===== src/rtl/i2c_master_arbiter_if.sv =====
// Bus bundle between the requesters, the arbiter and the I2C master top.
// The master modport is the arbiter's view. The slave modport is the
// surrounding system: the requesters plus the I2C master's response lines.
interface i2c_master_arbiter_if #(
  parameter int NUM_REQ = 2,
  parameter int ADDR_W  = 7,
  parameter int DATA_W  = 8
);
  // requester side
  logic [NUM_REQ-1:0]        req;
  logic [NUM_REQ*ADDR_W-1:0] req_addr;
  logic [NUM_REQ-1:0]        req_rw;
  logic [NUM_REQ*DATA_W-1:0] req_wdata;
  logic [NUM_REQ-1:0]        gnt;
  logic [NUM_REQ-1:0]        done;
  logic [DATA_W-1:0]         rdata;
  logic                      err;
  logic                      to_err;
  logic                      busy;
  // I2C master side
  logic                      m_start;
  logic [ADDR_W-1:0]         m_addr;
  logic                      m_rw;
  logic [DATA_W-1:0]         m_wdata;
  logic                      m_abort;
  logic                      m_done;
  logic [DATA_W-1:0]         m_rdata;
  logic                      m_nack;

  modport master (
    input  req, req_addr, req_rw, req_wdata, m_done, m_rdata, m_nack,
    output gnt, done, rdata, err, to_err, busy,
           m_start, m_addr, m_rw, m_wdata, m_abort
  );

  modport slave (
    output req, req_addr, req_rw, req_wdata, m_done, m_rdata, m_nack,
    input  gnt, done, rdata, err, to_err, busy,
           m_start, m_addr, m_rw, m_wdata, m_abort
  );
endinterface


===== src/rtl/i2c_master_arbiter.sv =====
// Round-robin arbiter that shares one I2C master between NUM_REQ requesters
// (index 0 = CPU, index 1 = user module). It runs one single-byte command
// per grant through a start/done handshake and returns the read data and
// status to the winner. All outputs are registered.
// Optional build macro: I2C_ARB_TIMEOUT_EN adds a WAIT-state watchdog that
// aborts the master after TIMEOUT_CYCLES cycles without m_done.
module i2c_master_arbiter #(
  parameter int NUM_REQ        = 2,
  parameter int ADDR_W         = 7,
  parameter int DATA_W         = 8,
  parameter int TIMEOUT_CYCLES = 4096
) (
  input  logic                  CLK,
  input  logic                  RST,
  i2c_master_arbiter_if.master  bus
);
  localparam int IDX_W = (NUM_REQ > 1) ? $clog2(NUM_REQ) : 1;
  localparam logic [NUM_REQ-1:0] ONE_HOT0 = NUM_REQ'(1);

  typedef enum logic [1:0] {IDLE, ISSUE, WAIT, RESP} state_t;

  state_t              state_reg, state_next;
  logic [IDX_W-1:0]    rr_ptr_reg, rr_ptr_next;
  logic [IDX_W-1:0]    winner_reg, winner_next;
  logic [NUM_REQ-1:0]  gnt_reg, gnt_next;
  logic [NUM_REQ-1:0]  done_reg, done_next;
  logic [DATA_W-1:0]   rdata_reg, rdata_next;
  logic                err_reg, err_next;
  logic                to_err_reg, to_err_next;
  logic                busy_reg, busy_next;
  logic                m_start_reg, m_start_next;
  logic                m_abort_reg, m_abort_next;
  logic [ADDR_W-1:0]   m_addr_reg, m_addr_next;
  logic                m_rw_reg, m_rw_next;
  logic [DATA_W-1:0]   m_wdata_reg, m_wdata_next;

  // Per-requester views of the packed command fields
  logic [ADDR_W-1:0]   addr_arr  [NUM_REQ];
  logic [DATA_W-1:0]   wdata_arr [NUM_REQ];

  for (genvar gi = 0; gi < NUM_REQ; gi++) begin : g_unpack
    assign addr_arr[gi]  = bus.req_addr[gi*ADDR_W +: ADDR_W];
    assign wdata_arr[gi] = bus.req_wdata[gi*DATA_W +: DATA_W];
  end

`ifdef I2C_ARB_TIMEOUT_EN
  localparam int CNT_W = $clog2(TIMEOUT_CYCLES + 1);
  logic [CNT_W-1:0] to_cnt_reg, to_cnt_next;
  logic             to_expire;
  // Expiry fires on the TIMEOUT_CYCLES-th WAIT cycle (counter starts at 0)
  assign to_expire = (to_cnt_reg == CNT_W'(TIMEOUT_CYCLES - 1));
`else
  logic unused_timeout;
  assign unused_timeout = (TIMEOUT_CYCLES > 0);
`endif

  // Round-robin pick: first set req bit searching upward from rr_ptr, wrapping
  logic             any_req;
  logic [IDX_W-1:0] pick;
  logic [IDX_W-1:0] cand_idx;
  int               cand;
  always_comb begin
    any_req  = 1'b0;
    pick     = '0;
    cand     = 0;
    cand_idx = '0;
    for (int i = 0; i < NUM_REQ; i++) begin
      cand = int'(rr_ptr_reg) + i;
      if (cand >= NUM_REQ) cand = cand - NUM_REQ;
      cand_idx = IDX_W'(cand);
      if (!any_req && bus.req[cand_idx]) begin
        any_req = 1'b1;
        pick    = cand_idx;
      end
    end
  end

  // Next-state and registered-output logic
  always_comb begin
    state_next   = state_reg;
    rr_ptr_next  = rr_ptr_reg;
    winner_next  = winner_reg;
    gnt_next     = '0;
    done_next    = '0;
    m_start_next = 1'b0;
    m_abort_next = 1'b0;
    rdata_next   = rdata_reg;
    err_next     = err_reg;
    to_err_next  = to_err_reg;
    m_addr_next  = m_addr_reg;
    m_rw_next    = m_rw_reg;
    m_wdata_next = m_wdata_reg;
`ifdef I2C_ARB_TIMEOUT_EN
    to_cnt_next  = to_cnt_reg;
`endif
    case (state_reg)
      IDLE: begin
        if (any_req) begin
          state_next   = ISSUE;
          winner_next  = pick;
          gnt_next     = ONE_HOT0 << pick;
          m_start_next = 1'b1;
          m_addr_next  = addr_arr[pick];
          m_rw_next    = bus.req_rw[pick];
          m_wdata_next = wdata_arr[pick];
        end
      end
      ISSUE: begin
        // m_done cannot legally arrive here, so it is not looked at
        state_next = WAIT;
`ifdef I2C_ARB_TIMEOUT_EN
        to_cnt_next = '0;
`endif
      end
      WAIT: begin
        // A completion in the expiry cycle takes priority over the timeout
        if (bus.m_done) begin
          state_next  = RESP;
          done_next   = ONE_HOT0 << winner_reg;
          rdata_next  = m_rw_reg ? bus.m_rdata : '0;
          err_next    = bus.m_nack;
          to_err_next = 1'b0;
        end
`ifdef I2C_ARB_TIMEOUT_EN
        else if (to_expire) begin
          state_next   = RESP;
          done_next    = ONE_HOT0 << winner_reg;
          m_abort_next = 1'b1;
          rdata_next   = '0;
          err_next     = 1'b1;
          to_err_next  = 1'b1;
        end else begin
          to_cnt_next = to_cnt_reg + 1'b1;
        end
`endif
      end
      RESP: begin
        state_next  = IDLE;
        rr_ptr_next = (winner_reg == IDX_W'(NUM_REQ - 1)) ? '0 : winner_reg + 1'b1;
      end
      default: state_next = IDLE;
    endcase
    busy_next = (state_next != IDLE);
  end

  // State and output registers; reset wipes any in-flight command silently
  always_ff @(posedge CLK) begin
    if (RST) begin
      state_reg   <= IDLE;
      rr_ptr_reg  <= '0;
      winner_reg  <= '0;
      gnt_reg     <= '0;
      done_reg    <= '0;
      rdata_reg   <= '0;
      err_reg     <= 1'b0;
      to_err_reg  <= 1'b0;
      busy_reg    <= 1'b0;
      m_start_reg <= 1'b0;
      m_abort_reg <= 1'b0;
      m_addr_reg  <= '0;
      m_rw_reg    <= 1'b0;
      m_wdata_reg <= '0;
`ifdef I2C_ARB_TIMEOUT_EN
      to_cnt_reg  <= '0;
`endif
    end else begin
      state_reg   <= state_next;
      rr_ptr_reg  <= rr_ptr_next;
      winner_reg  <= winner_next;
      gnt_reg     <= gnt_next;
      done_reg    <= done_next;
      rdata_reg   <= rdata_next;
      err_reg     <= err_next;
      to_err_reg  <= to_err_next;
      busy_reg    <= busy_next;
      m_start_reg <= m_start_next;
      m_abort_reg <= m_abort_next;
      m_addr_reg  <= m_addr_next;
      m_rw_reg    <= m_rw_next;
      m_wdata_reg <= m_wdata_next;
`ifdef I2C_ARB_TIMEOUT_EN
      to_cnt_reg  <= to_cnt_next;
`endif
    end
  end

  assign bus.gnt     = gnt_reg;
  assign bus.done    = done_reg;
  assign bus.rdata   = rdata_reg;
  assign bus.err     = err_reg;
  assign bus.to_err  = to_err_reg;
  assign bus.busy    = busy_reg;
  assign bus.m_start = m_start_reg;
  assign bus.m_abort = m_abort_reg;
  assign bus.m_addr  = m_addr_reg;
  assign bus.m_rw    = m_rw_reg;
  assign bus.m_wdata = m_wdata_reg;
endmodule


===== src/flat_wrapper.sv =====
// flat-port wrapper written by rule: the top's interface ports become plain ports
module i2c_master_arbiter_flat 
#(
  parameter int NUM_REQ        = 2,
  parameter int ADDR_W         = 7,
  parameter int DATA_W         = 8,
  parameter int TIMEOUT_CYCLES = 4096
)
  (CLK, RST, bus_req, bus_req_addr, bus_req_rw, bus_req_wdata, bus_m_done, bus_m_rdata, bus_m_nack, bus_gnt, bus_done, bus_rdata, bus_err, bus_to_err, bus_busy, bus_m_start, bus_m_addr, bus_m_rw, bus_m_wdata, bus_m_abort);
  i2c_master_arbiter_if #(.NUM_REQ(NUM_REQ), .ADDR_W(ADDR_W), .DATA_W(DATA_W)) bus_i ();
  input  logic CLK;
  input  logic RST;
  input wire logic [$bits(bus_i.req)-1:0] bus_req;
  input wire logic [$bits(bus_i.req_addr)-1:0] bus_req_addr;
  input wire logic [$bits(bus_i.req_rw)-1:0] bus_req_rw;
  input wire logic [$bits(bus_i.req_wdata)-1:0] bus_req_wdata;
  input wire logic [$bits(bus_i.m_done)-1:0] bus_m_done;
  input wire logic [$bits(bus_i.m_rdata)-1:0] bus_m_rdata;
  input wire logic [$bits(bus_i.m_nack)-1:0] bus_m_nack;
  output wire logic [$bits(bus_i.gnt)-1:0] bus_gnt;
  output wire logic [$bits(bus_i.done)-1:0] bus_done;
  output wire logic [$bits(bus_i.rdata)-1:0] bus_rdata;
  output wire logic [$bits(bus_i.err)-1:0] bus_err;
  output wire logic [$bits(bus_i.to_err)-1:0] bus_to_err;
  output wire logic [$bits(bus_i.busy)-1:0] bus_busy;
  output wire logic [$bits(bus_i.m_start)-1:0] bus_m_start;
  output wire logic [$bits(bus_i.m_addr)-1:0] bus_m_addr;
  output wire logic [$bits(bus_i.m_rw)-1:0] bus_m_rw;
  output wire logic [$bits(bus_i.m_wdata)-1:0] bus_m_wdata;
  output wire logic [$bits(bus_i.m_abort)-1:0] bus_m_abort;
  assign bus_i.req = bus_req;
  assign bus_i.req_addr = bus_req_addr;
  assign bus_i.req_rw = bus_req_rw;
  assign bus_i.req_wdata = bus_req_wdata;
  assign bus_i.m_done = bus_m_done;
  assign bus_i.m_rdata = bus_m_rdata;
  assign bus_i.m_nack = bus_m_nack;
  assign bus_gnt = bus_i.gnt;
  assign bus_done = bus_i.done;
  assign bus_rdata = bus_i.rdata;
  assign bus_err = bus_i.err;
  assign bus_to_err = bus_i.to_err;
  assign bus_busy = bus_i.busy;
  assign bus_m_start = bus_i.m_start;
  assign bus_m_addr = bus_i.m_addr;
  assign bus_m_rw = bus_i.m_rw;
  assign bus_m_wdata = bus_i.m_wdata;
  assign bus_m_abort = bus_i.m_abort;
  i2c_master_arbiter #(.NUM_REQ(NUM_REQ), .ADDR_W(ADDR_W), .DATA_W(DATA_W), .TIMEOUT_CYCLES(TIMEOUT_CYCLES)) u_core (.CLK(CLK), .RST(RST), .bus(bus_i));
endmodule

===== config.mk =====
export PLATFORM = sky130hd
export DESIGN_NAME = i2c_master_arbiter_flat
export DESIGN_NICKNAME = d
export VERILOG_FILES = /design/src/rtl/i2c_master_arbiter_if.sv /design/src/rtl/i2c_master_arbiter.sv /design/src/flat_wrapper.sv
export SDC_FILE = /design/constraint.sdc
export NUM_CORES = 1
export LEC_CHECK = 0
export BUFFER_PORTS_ARGS = -buffer_cell sky130_fd_sc_hd__buf_2
export CORE_ASPECT_RATIO = 0.6
export CORE_MARGIN = 2
export CORE_UTILIZATION = 44
export CTS_BUF_LIST = sky130_fd_sc_hd__clkbuf_16
export CTS_CLUSTER_DIAMETER = 150
export CTS_CLUSTER_SIZE = 28
export DETAILED_ROUTE_END_ITERATION = 12
export PLACE_DENSITY = 0.79
export SLEW_MARGIN = 20
export SYNTH_ARGS = -nofsm -noshare
export SYNTH_HDL_FRONTEND = slang
export SYNTH_SLANG_ARGS = --single-unit

===== constraint.sdc =====
create_clock -name CLK -period 1.9 [get_ports CLK]
set_input_delay 0.19 -clock CLK [delete_from_list [all_inputs] [get_ports CLK]]
set_output_delay 0.19 -clock CLK [all_outputs]
set_load 0.01 [all_outputs]

==> impl_metrics.toml, run 1 <==
[pwr]
pwr-share-comb = 0.302
finalPower_w = 0.00251
p_int_w = 0.00172
ir_worst_vdd_uv = 515
power.density_nw_per_um2 = 1280
cellLeakagePower_nw = 0.942
switchingPower_w = 0.000789
clkPwrFrac = 0.303
p_seq_frac = 0.395
switching_share = 0.314

[clocking]
cts_tree = "built"
htreeDepth = 2
cts_buffer_depth = 2
cts_setup_buffers = 0
cts_sinks = 35
holdBufCountCts = 0
clock_latency_ns = 0.27
clk_pin_slew_worst_paths_ns = 0.05
cts-root-buf = "clkbuf_16"
cts_made_buffers = 5

[drt]
wl_per_cell_um = 13.7
first_iter_violations = 43
wl_um = 3500
vias = 1339
dr.pass1.iters = 4
viasPerCell = 5.25
antenna_left = 0
drc = 0

[global_routing]
grt_start_max_net_pins = 20
grt_pass1_vias = 1258
grtUsageTotal = 0.191
grt_pass1_wl_um = 5610
antenna_found_initial = 0
gr-total-overflow = 0

[timing]
max_freq_mhz = 595
fin_hold_ws_ns = 0.137
slew_violations = 0
setup_ws_ns = 0.218
fin_crit_ns = 1.68
clock_skew_ns = 0.00367
fin_crit_sh = 0.885
finalSetupViolCount = 0
hold_viol_final = 0
rsz0062_at_grt = "no"

[status]
status = "completed"

[floorplan]
die_x_um = 78.3
coreArea_um2 = 3200
fp.dieArea_um2 = 3800
start_util = 0.455
ios = 79
chipHeight_um = 48.6
rows = 16

[worst_hold_path]
hold_class = "input pin to register"
holdCritStartpoint = "bus_req_rw[0]"
whs_endpoint = "u_core.bus.m_rw"
hold_depth = 2

[finish]
layout_common_cells = "buf_2, dfxtp_1, nand2_1"
syn_to_final_growth_pct = 35.1
final_common_cell = "buf_2"
fin_util = 0.614
layout-drive-gt1-share = 0.490
fin_nets = 259
stdcell_area_um2 = 1970
num_antenna_cells = 0

[synthesis]
ys_seq_area_frac = 0.481
yosys_warnings = 0
synth_area_per_cell_um2 = 10.6
synth_cells = 137
syn_area_um2 = 1460
yosysUniqueCellTypes = 31
synth_seq_cells = 35

[setup_path]
worstPathArrival_ns = 1.84
critPathRequiredTime_ns = 2.06
endpoint_kind = "register"
worstSetupPathType = "register to register"
r2r_start = "u_core.state_reg[0]"
worstPathMaxFanout = 19
r2r_setup_slack_ns = 0.22
r2r_cells = 5
worst_r2r_endpoint = "u_core.bus.m_addr[0]"
cp-start-kind = "register"

[flow_run]
maxCapViolations = 0

[place]
io_buffers = 76
placed_area_um2 = 1820
post-place-ws_ns = -0.0407
gp_congestion = 0.719
dpl.hpwl_um = 2530
[through the flow]
stage | setup TNS, ns | std cells
floorplan | 0 | 138
global placement | 0 | 247
detailed placement | -0.538 | 247
CTS | 0 | 255
global route | 0 | 255
finish | 0 | 255
[routing by layer]
metal	wire length, um	track usage	vias to the layer above
met5	0	0	-
met4	25	0.0673	0
li1	-	-	663
met2	1450	0.283	66
met1	1700	0.256	605
met3	325	0.0709	5
[critical path: stages (launching register included)]
cell and delay (ns):
dfxtp_1 0.37, inv_1 0.11, ha_1 0.25, nor2b_4 0.19, and3_4 0.25, a221o_2 0.39
[synthesized netlist by cell type]
library cell / count / share of area
nand2_1: 11 / 0.028
and4_2: 7 / 0.048
a21o_1: 1 / 0.0052
and4_1: 9 / 0.054
dfxtp_1: 35 / 0.48
a221o_1: 9 / 0.062
o21ai_0: 1 / 0.0034
a21oi_4: 1 / 0.011
nor4b_1: 1 / 0.0060
nor2b_1: 1 / 0.0043
inv_1: 2 / 0.0052
nand3_1: 1 / 0.0034
buf_6: 2 / 0.015
mux2i_1: 1 / 0.0069
nor3b_1: 1 / 0.0052
clkbuf_1: 8 / 0.021
nor3_1: 1 / 0.0034
a221o_2: 7 / 0.054
buf_8: 1 / 0.010
nor2_1: 3 / 0.0077
conb_1: 1 / 0.0026
nand2b_1: 1 / 0.0043
nand4_1: 8 / 0.034
a211oi_1: 3 / 0.015
buf_4: 3 / 0.015
a21oi_1: 9 / 0.031
nor2b_4: 1 / 0.0094
or2_2: 1 / 0.0043
and3_1: 2 / 0.0086
and2_1: 1 / 0.0043
ha_1: 4 / 0.034
[worst max-delay path by stage]
stage | slack (ns) | to | startpoint | cells past startpoint
6_report | 0.22 | u_core.bus.m_addr[0] | u_core.state_reg[0] | 5
5_1_grt | 0.09 | u_core.bus.m_addr[6] | u_core.state_reg[0] | 5
4_1_cts | 0.12 | u_core.bus.m_addr[0] | u_core.state_reg[0] | 5
3_5_place_dp | -0.04 | u_core.bus.m_addr[5] | u_core.state_reg[0] | 5
3_3_place_gp | 0.001 | u_core.bus.m_addr[3] | u_core.state_reg[0] | 5
2_1_floorplan | 0.24 | u_core.bus.m_addr[6] | u_core.state_reg[0] | 7
[cells by family (layout without fill, tap and decap cells)]
| logic type | after synthesis | after routing | share of synthesized area |
|---|---|---|---|
| simple gates | 49 | 49 | 0.226 |
| flops | 35 | 35 | 0.481 |
| compound gates | 31 | 31 | 0.182 |
| buf+inv | 16 | 88 | 0.0670 |
| fa+ha+maj | 4 | 4 | 0.0344 |
| other cells | 1 | 2 | 0.00257 |
| mux | 1 | 1 | 0.00687 |
[final cells by class]
class | instances | area (um2)
clock buffer | 5 | 125
clock inverter | 3 | 16.3
fill | 281 | 1230
inverter | 2 | 7.51
multi-input combinational | 87 | 667
sequential | 35 | 701
tap | 45 | 56.3
timing repair buffer | 78 | 395
[power by group through the flow]
stage / combinational (W) / clock [W] / sequential, W
floorplan: 0.000477 / 0 / 0.00105
global placement: 0.000742 / 0 / 0.00100
detailed placement: 0.000754 / 0 / 0.00100
CTS: 0.000756 / 0.000778 / 0.000993
global route: 0.000845 / 0.000818 / 0.00101
finish: 0.000759 / 0.000763 / 0.000992
[timing repair]
| item | 4_1_cts | 5_1_grt |
|---|---|---|
| endpoints found under the setup margin | 16 | 12 |
| resized for setup | 1 | 1 |
| hold endpoints to repair | 0 | 0 |
Note: power is estimated with default switching activity, not from simulation.
==> run 2: changes to the inputs <==
--- a/config.mk
+++ b/config.mk
@@ -5,11 +5,11 @@
 export SDC_FILE = /design/constraint.sdc
 export NUM_CORES = 1
 export LEC_CHECK = 0
+export ABC_CLOCK_PERIOD_IN_PS = 1900
 export BUFFER_PORTS_ARGS = -buffer_cell sky130_fd_sc_hd__buf_2
 export CORE_ASPECT_RATIO = 0.6
 export CORE_MARGIN = 2
 export CORE_UTILIZATION = 44
-export CTS_BUF_LIST = sky130_fd_sc_hd__clkbuf_16
 export CTS_CLUSTER_DIAMETER = 150
 export CTS_CLUSTER_SIZE = 28
 export DETAILED_ROUTE_END_ITERATION = 12
==> run 2 against run 1 <==
  * Core utilization is 1.8 points lower
  * Largest cell class unchanged
  * Cell count did not move
  * Clock-buffer cell count increased by 1
  * Critical path type unchanged
==> impl_metrics.toml, run 2 (synthesized netlist as in run 1, its figures left out) <==
[pwr]
power.density_nw_per_um2 = 1190
ir_worst_vdd_uv = 537
cellLeakagePower_nw = 0.913

[drt]
dr.pass1.iters = 4
drc = 0
antenna_left = 0
first_iter_violations = 43
viasPerCell = 5.30
wl_per_cell_um = 14.2
vias = 1351
wl_um = 3620

[finish]
stdcell_area_um2 = 1910
fin_nets = 259
num_antenna_cells = 0
layout_common_cells = "buf_2, dfxtp_1, nand2_1"
syn_to_final_growth_pct = 31.3
fin_util = 0.597
layout-drive-gt1-share = 0.490
final_common_cell = "buf_2"

[global_routing]
grt_pass1_vias = 1257
grtUsageTotal = 0.194
grt_pass1_wl_um = 5690
antenna_found_initial = 0
grt_start_max_net_pins = 20
gr-total-overflow = 0

[clocking]
cts_setup_buffers = 0
cts_tree = "built"
htreeDepth = 2
clk_pin_slew_worst_paths_ns = 0.07
holdBufCountCts = 0
cts.repair.resized = 1
cts_buffer_depth = 2
clock_latency_ns = 0.28
cts_sinks = 35
cts_made_buffers = 5
cts-root-buf = "clkbuf_8"

[timing]
clock_skew_ns = 0.00597
fin_crit_sh = 0.885
hold_viol_final = 0
fin_hold_ws_ns = 0.128
slew_violations = 0
tightest_slew_ns = 0.504
finalSetupViolCount = 0
max_freq_mhz = 594
maxSlewHeadroom = 0.664
fin_crit_ns = 1.68
rsz0062_at_grt = "no"

[status]
status = "completed"

[place]
placed_area_um2 = 1820
gp_congestion = 0.719
io_buffers = 76
dpl.hpwl_um = 2530

[floorplan]
coreArea_um2 = 3200
rows = 16
die_x_um = 78.3
start_util = 0.455
ios = 79
chipHeight_um = 48.6
fp.dieArea_um2 = 3800

[setup_path]
cp-start-kind = "register"
startpoint = "u_core.state_reg[0]"
r2r_start = "u_core.state_reg[0]"
endpoint_kind = "register"
worstSetupPathType = "register to register"
critPathRequiredTime_ns = 2.06
worstPathArrival_ns = 1.85
worstPathMaxFanout = 19

[worst_hold_path]
hold_class = "input pin to register"
holdCritStartpoint = "bus_req_addr[5]"

[flow_run]
maxCapViolations = 0
-- run 2: critical path: stages (launching register included) --
cell,delay (ns)
dfxtp_1,0.37
inv_1,0.11
ha_1,0.25
nor2b_4,0.19
and3_4,0.25
a221o_2,0.39
-- run 2: layout make-up --
type	instances	area, um2
fillers	286	1290
flip-flops and latches	35	701
multi-input cells	87	667
repair buffers	78	395
clock buffers	6	72.6
well taps	45	56.3
clock inverters	2	12.5
inverters	2	7.51
-- run 2: per-stage QoR --
stage	total power [W]	setup slack (ns)	instances	setup TNS, ns
2_1_floorplan	0.00152	0.237	138	0
4_1_cts	0.00228	0.106	255	0
3_5_place_dp	0.00176	-0.0407	247	-0.538
6_report	0.00228	0.218	255	0
5_1_grt	0.00243	0.0642	255	0
3_3_place_gp	0.00175	0.00107	247	0
-- run 2: final timing paths --
path / to / slack (ns) / cells past startpoint
worst max-delay path: u_core.bus.m_addr[0] / 0.22 / 5
worst min-delay path: u_core.bus.m_addr[5] / 0.13 / 2
worst min register to register: u_core.bus.rdata[6] / 0.45 / 2
worst max register to register: u_core.bus.m_addr[0] / 0.22 / 5
-- run 2: where the power goes --
group	internal [W]	switching, W
combinational	0.000353	0.000417
clock	0.000256	0.000259
sequential	0.000893	0.0000996
total	0.00150	0.000776
-- run 2: per-layer routing --
| layer | up-vias | GRT usage | wire [um] |
|---|---|---|---|
| met3 | 5 | 0.0597 | 329 |
| met2 | 71 | 0.302 | 1530 |
| met5 | - | 0 | 0 |
| li1 | 661 | - | - |
| met1 | 614 | 0.256 | 1740 |
| met4 | 0 | 0.0673 | 29 |
